File: src/rtl/prog_dump_fsm.sv
// -----------------------------------------------------------------------------
// prog_dump_fsm
//
// Streams the contents of program memory out through a byte-wide UART TX.
// On a start request the block sends one header byte (the word count), then
// reads words 0..n_words-1 from byte addresses 0, 4, 8, ... and sends each
// word most-significant byte first. Each byte is handed to the UART with a
// one-cycle tx_start and the block waits for tx_done before moving on.
//
// Ports
//   clk        in   rising-edge clock
//   arst_n     in   asynchronous active-low reset
//   start      in   one-cycle dump request (honoured only in IDLE)
//   n_words    in   number of words to dump, sampled with start
//   rd_en      out  memory read strobe (one cycle per word)
//   rd_addr    out  memory byte address
//   rd_data    in   memory read data, valid the cycle after rd_en
//   tx_start   out  one-cycle pulse starting one UART byte
//   tx_data    out  byte to transmit, stable until the matching tx_done
//   tx_done    in   one-cycle pulse from the UART when the byte is finished
//   busy       out  dump in progress
//   dump_done  out  one-cycle pulse at the end of a dump
// -----------------------------------------------------------------------------
module prog_dump_fsm #(
  parameter int DATA_WIDTH  = 32,
  parameter int OUTPUT_BYTE = 8,
  parameter int ADDR_WIDTH  = 10
) (
  input  logic                   clk,
  input  logic                   arst_n,
  input  logic                   start,
  input  logic [OUTPUT_BYTE-1:0] n_words,
  output logic                   rd_en,
  output logic [ADDR_WIDTH-1:0]  rd_addr,
  input  logic [DATA_WIDTH-1:0]  rd_data,
  output logic                   tx_start,
  output logic [OUTPUT_BYTE-1:0] tx_data,
  input  logic                   tx_done,
  output logic                   busy,
  output logic                   dump_done
);

  localparam int BYTES = DATA_WIDTH / OUTPUT_BYTE;
  localparam int IDX_W = (BYTES > 1) ? $clog2(BYTES) : 1;
  localparam logic [IDX_W-1:0]       LAST_IDX    = IDX_W'(BYTES - 1);
  localparam logic [IDX_W-1:0]       IDX_ONE     = IDX_W'(1);
  localparam logic [ADDR_WIDTH-1:0]  WORD_STRIDE = ADDR_WIDTH'(BYTES);
  localparam logic [OUTPUT_BYTE-1:0] CNT_ONE     = OUTPUT_BYTE'(1);

  typedef enum logic [2:0] {
    IDLE,
    SEND_CNT,
    WAIT_CNT,
    RD_REQ,
    RD_WAIT,
    SEND_BYTE,
    WAIT_TX,
    DONE
  } state_t;

  state_t                 r_state;
  state_t                 w_state_nxt;

  logic [OUTPUT_BYTE-1:0] r_nwords;
  logic [ADDR_WIDTH-1:0]  r_addr;
  logic [OUTPUT_BYTE-1:0] r_word_cnt;
  logic [DATA_WIDTH-1:0]  r_word;
  logic [IDX_W-1:0]       r_byte_idx;

  logic                   w_load;
  logic                   w_capture;
  logic                   w_next_byte;
  logic                   w_next_word;
  logic                   w_last_word;
  logic [OUTPUT_BYTE-1:0] w_cur_byte;

  // n_words==0 never reaches WAIT_TX, so the wrapped n_words-1 is never used.
  assign w_last_word = (r_word_cnt == (r_nwords - CNT_ONE));
  assign rd_addr     = r_addr;

  // Byte index 0 selects the most significant byte of the word.
  always_comb begin
    w_cur_byte = '0;
    for (int i = 0; i < BYTES; i++) begin
      if (r_byte_idx == IDX_W'(i))
        w_cur_byte = r_word[DATA_WIDTH-1-i*OUTPUT_BYTE -: OUTPUT_BYTE];
    end
  end

  always_ff @(posedge clk or negedge arst_n) begin
    if (!arst_n) r_state <= IDLE;
    else         r_state <= w_state_nxt;
  end

  always_comb begin
    w_state_nxt = r_state;
    rd_en       = 1'b0;
    tx_start    = 1'b0;
    tx_data     = '0;
    busy        = 1'b1;
    dump_done   = 1'b0;
    w_load      = 1'b0;
    w_capture   = 1'b0;
    w_next_byte = 1'b0;
    w_next_word = 1'b0;
    case (r_state)
      IDLE: begin
        busy = 1'b0;
        if (start) begin
          w_load      = 1'b1;
          w_state_nxt = SEND_CNT;
        end
      end
      SEND_CNT: begin
        tx_start    = 1'b1;
        tx_data     = r_nwords;
        w_state_nxt = WAIT_CNT;
      end
      WAIT_CNT: begin
        tx_data = r_nwords;
        if (tx_done) w_state_nxt = (r_nwords == '0) ? DONE : RD_REQ;
      end
      RD_REQ: begin
        rd_en       = 1'b1;
        w_state_nxt = RD_WAIT;
      end
      RD_WAIT: begin
        w_capture   = 1'b1;
        w_state_nxt = SEND_BYTE;
      end
      SEND_BYTE: begin
        tx_start    = 1'b1;
        tx_data     = w_cur_byte;
        w_state_nxt = WAIT_TX;
      end
      WAIT_TX: begin
        tx_data = w_cur_byte;
        if (tx_done) begin
          if (r_byte_idx != LAST_IDX) begin
            w_next_byte = 1'b1;
            w_state_nxt = SEND_BYTE;
          end else if (w_last_word) begin
            w_state_nxt = DONE;
          end else begin
            w_next_word = 1'b1;
            w_state_nxt = RD_REQ;
          end
        end
      end
      DONE: begin
        busy        = 1'b0;
        dump_done   = 1'b1;
        w_state_nxt = IDLE;
      end
      default: begin
        busy        = 1'b0;
        w_state_nxt = IDLE;
      end
    endcase
  end

  always_ff @(posedge clk or negedge arst_n) begin
    if (!arst_n) begin
      r_nwords   <= '0;
      r_addr     <= '0;
      r_word_cnt <= '0;
      r_word     <= '0;
      r_byte_idx <= '0;
    end else begin
      if (w_load) begin
        r_nwords   <= n_words;
        r_addr     <= '0;
        r_word_cnt <= '0;
      end
      // rd_data is valid during RD_WAIT, one cycle after the read strobe.
      if (w_capture) begin
        r_word     <= rd_data;
        r_byte_idx <= '0;
      end
      if (w_next_byte) r_byte_idx <= r_byte_idx + IDX_ONE;
      if (w_next_word) begin
        r_addr     <= r_addr + WORD_STRIDE;
        r_word_cnt <= r_word_cnt + CNT_ONE;
      end
    end
  end

endmodule

File: config.mk
export PLATFORM = sky130hd
export DESIGN_NAME = prog_dump_fsm
export DESIGN_NICKNAME = d
export VERILOG_FILES = /design/src/rtl/prog_dump_fsm.sv
export SDC_FILE = /design/constraint.sdc
export NUM_CORES = 1
export LEC_CHECK = 0
export CORE_UTILIZATION = 45
export DETAILED_ROUTE_END_ITERATION = 12
export PLACE_DENSITY = 0.71
export SETUP_SLACK_MARGIN = 0.4
export SLEW_MARGIN = 40
export SYNTH_ARGS = -nofsm -noshare
export SYNTH_HDL_FRONTEND = slang
export SYNTH_SLANG_ARGS = --single-unit
File: constraint.sdc
create_clock -name clk -period 3.1 [get_ports clk]
set_clock_uncertainty 0.1 [all_clocks]
set_input_delay 0.31 -clock clk [delete_from_list [all_inputs] [get_ports clk]]
set_output_delay 0.31 -clock clk [all_outputs]
set_load 0.02 [all_outputs]
**Yosys cells after proc, flatten, opt, wreduce, memory -nomap -nowiden**

Cells that the tools add are included.

- Bits in registers: 63
- Input port bits: 44
- Output and inout port bits: 22
- Word-level logic and storage cells: 67

- $add $sub $neg: 4
- Eq/ne operators: 15
- Multiplexer cells: 32
- Reductions and logical operators: 10

Operators with widths:

| kind | number |
|---|---|
| $mux 8 | 6 |
| $pmux 3 s8 | 1 |
| $mux 10 | 2 |
| $mux 3 | 6 |
| $pmux 8 s2 | 1 |
| $mux 1 | 14 |
| $eq 3x3->1 const B | 4 |
| $add 10x3->10 const B | 1 |
| $add 8x1->8 const B | 1 |
| $eq 8x8->1 | 1 |
| $logic_not 8->1 | 1 |
| $ne 2x2->1 const B | 4 |
| $reduce_or 2->1 | 4 |
| $sub 8x1->8 const B | 1 |
| $eq 3x2->1 const B | 2 |
| $eq 2x2->1 const B | 2 |
| $mux 2 | 2 |
| $reduce_bool 2->1 | 2 |
| $eq 3x1->1 const B | 1 |
| $logic_not 3->1 | 1 |
| $reduce_and 3->1 | 1 |
| $add 2x1->2 const B | 1 |
| $eq 2x1->1 const B | 1 |
| $logic_not 2->1 | 1 |

**Logic depth before layout (Yosys ltp)**

- Word-level depth: 7
- Mapped depth: 11

**Worst setup path before layout**

No wires, ideal clock.

- Kind: flip-flop to output port
- From: register r_byte_idx[1]
- To: output port tx_data[2]
- Arrival: 1.972 ns
- Required time: 2.690 ns
- Setup slack: 0.718 ns
- Stages on the path, launching flop included: 11
- Buffers on the path: 1
- Cells stage by stage: dfrtp_1 -> inv_1 -> ha_1 -> clkbuf_1 -> nor2b_1 -> a22oi_1 -> nor2_1 -> a21oi_1 -> nor2_1 -> a21oi_1 -> o21ai_0

- Cells in the longest elaborated chain, start to end: 6
- Elaborated cells between the ends (all ways): 9
- Those cells by class: 3 x eq/ne; 5 x mux; 1 x reduce/logical

RTL lines:

| what | line | RTL |
|---|---|---|
| from (decl) | 68 | `logic [IDX_W-1:0] r_byte_idx;` |
| from (signal assigned) | 180 | `if (w_next_byte) r_byte_idx <= r_byte_idx + IDX_ONE;` |
| $logic_not 2->1 | 85 | `if (r_byte_idx == IDX_W'(i))` |
| $mux 8 (3 in series) | 85 |  |
| $mux 8 (*) | 85 |  |
| $pmux 8 s2 (*) | 106 | `case (r_state)` |
| to (decl) | 37 | `output logic [OUTPUT_BYTE-1:0] tx_data,` |

Mark *: on every way between the ends. The rest lies on a longest branch, timed or not.

**Worst setup path after layout**

- From: register r_byte_idx[1]
- To: output port tx_data[6]

Same word-level chain as after synthesis.

==> impl_metrics.ini <==
[clock_network]
cts_tree = built
clkLatencyLatePin_ps = 340
numCtsBuffers = 9
h-tree-depth = 3
cts_sinks = 61
root_buffer = clkbuf_8
clock_path_buffers = 2
path_clk_slew_ps = 70

[power_and_ir_drop]
vdd_drop_max_v = 0.000487
power_mw = 3.82
leakage_nw = 1.80
powerDensity_nw_per_um2 = 915

[worst_setup_path]
cp.arrival_ps = 2190
required_ps = 2690
reg2regPathDepth = 8
critPathTopFamily = compound AO/OA/AOI/OAI gates
end_kind = output port
crit_fanout = 7
cpPeakStageDelay_ps = 440
critPathSlowestCell = dfrtp_2
critPathBufInv = 2
crit_cells = 10
path_class = flop to output port
cp-start-kind = flop
path_cells = inv_1 > ha_1 > nor2b_4 > a22oi_1 > nor2_1 > a21oi_1 > nor2_1 > a21oi_1 > o21ai_0 > clkbuf_2

[die]
io-pin-count = 66
start_util_pct = 47.6
rows = 30
die_y_um = 87.5
die_x_um = 87.5
core-area_um2 = 6910
dieArea_um2 = 7650

[drt]
top_layer_used = met4
firstDrtPassIters = 4
drc = 0
wl_per_cell_um = 15.4
wirelength_mm = 7.49
dr_total_vias = 2662
ant_nets = 0
wl_met1_mm = 3.62
drt_first_iter_violations = 161
vias_per_cell = 5.45
wl_met3_um = 366
wl_met2_mm = 3.39

[place]
place_congestion = 0.783
portBuffers = 63
pre_cts_ws_ps = 199
dp_hpwl_mm = 5.24

[yosys]
ys_seq_area_share_pct = 46.4
yosys_warnings = 0
syn_avg_cell_area_um2 = 10.1
ys_seq_elements = 61
syn_inst = 327
syn_area_um2 = 3290
synth.distinct_cells = 42

[grt]
grt_start_max_net_pins = 34
grt_usage_pct = 22.0
overflow = 0
antenna_found_initial = 0
grt_pass1_vias = 2633
grt_pass1_wl_mm = 12.7

[sta]
whs_ps = 392
slew_headroom_pct = 51.5
post-route-period-util_pct = 83.8
drv_slew = 0
min_period_ps = 2600
tns_ps = 0
worst_slack_ps = 501
hold_violations = 0
setup_viol = 0
rsz0062_at_grt = true
tightest_slew_ps = 728
clock.fmax_mhz = 385

[layout]
synthToLayoutAreaGrowth_pct = 27.1
nNetsFinal = 438
final_cell_mix = dfrtp_1, clkdlybuf4s50_1, nor2_1
regArea_um2 = 1530
multiInputGateArea_um2 = 1650
layout_commonest_cell = dfrtp_1
final_layout_size_suffix_gt1_share_pct = 17.3
antennaDiodeCount = 0
nFillCells = 621

[min_path]
hp-class = flop to flop
hold_depth = 1

[outcome]
outcome = completed

[run]
max_cap_viol_count = 0
[kinds of logic after synthesis]
group | after synthesis | share of synthesized area (%)
AND/OR/NAND/NOR | 107 | 16.3
flip-flops | 61 | 46.4
XOR/XNOR | 14 | 3.73
AO/OA/AOI/OAI | 65 | 12.6
adder cells (fa/ha/maj) | 7 | 2.66
multiplexers | 41 | 14.0
buffers and inverters | 31 | 4.11
other | 1 | 0.114
[layout make-up]
type,count,area share [%]
Multi-Input combinational cell,236,39.4
Sequential cell,61,36.6
Timing Repair Buffer,71,15.8
Clock buffer,12,3.48
Tap cell,96,2.88
Clock inverter,4,1.14
Inverter,8,0.719
[registers in the layout (all words and copies together) (netlist names)]
signal / count
r_byte_idx: 2
r_word_cnt: 8
r_word: 32
rd_addr: 8
r_nwords: 8
r_state: 3
[per-layer routing]
metal / up-vias / GRT usage, %
li1: 1277 / -
met1: 1309 / 32.0
met2: 68 / 31.3
met3: 8 / 5.78
met4: 0 / 8.49
met5: - / 0
[metrics by stage]
stage	util, %	cells	cell area [um^2]
2_1_floorplan	-	328	3290
3_3_place_gp	57.5	469	3970
3_5_place_dp	57.5	469	3970
4_1_cts	60.7	487	4190
5_1_grt	60.5	488	4180
6_report	60.5	488	4180
[power by group]
group | switching [mW] | internal [mW]
registers | 0.292 | 1.11
clock network | 0.313 | 0.391
logic | 0.887 | 0.830
total | 1.49 | 2.33
[worst register-to-register path: cells and delay by family, from the launching register on]
family          cells  cell delay, ps
flops               1             470
simple gates        2             610
compound gates      5            1070
buf+inv             1             180
[cells in the mapped netlist, drive strengths merged]
cell type	number	area [um^2]
nand4	3	18.8
a211o	10	87.6
o2bb2ai	1	8.76
nor4b	1	8.76
a31oi	1	6.26
inv	8	30.0
nand2b	2	12.5
nor2b	2	12.5
a32oi	2	17.5
a21oi	18	90.1
buf	6	41.3
ha	7	87.6
nand3	15	75.1
conb	1	3.75
or2	1	6.26
dfrtp	61	1530
mux2	40	450
a22oi	8	60.1
xor2	8	70.1
o31ai	1	7.51
o31a	1	8.76
or4b	1	10.0
xnor2	6	52.6
and2	2	15.0
a41oi	1	8.76
o21ai	19	95.1
nor3	12	60.1
nor3b	7	52.6
o21ba	1	10.0
clkbuf	17	63.8
nor2	31	116
nand2	23	86.3
nor4	1	21.3
nand3b	2	15.0
mux2i	1	10.0
a21o	2	15.0
and3	4	25.0
[what timing repair did]
item                                    CTS  global route
endpoints found under the setup margin    9             8
gates resized for setup                  18            21
pin swaps                                 1             1
buffers inserted                          1             1
hold buffers                              1             0
endpoints found under the hold margin    28             0
[final timing paths]
check / from / end / slack, ps
hold reg to reg: r_word[0] / r_word[0] / 390
setup / recovery: r_byte_idx[1] / tx_data[6] / 500
min in group asynchronous: arst_n / r_word[18] / 430
setup reg to reg: r_nwords[2] / rd_addr[6] / 550
hold / removal: r_word[0] / r_word[0] / 390
max in group asynchronous: arst_n / rd_addr[8] / 1570
Note: power is estimated with default switching activity, not from simulation.
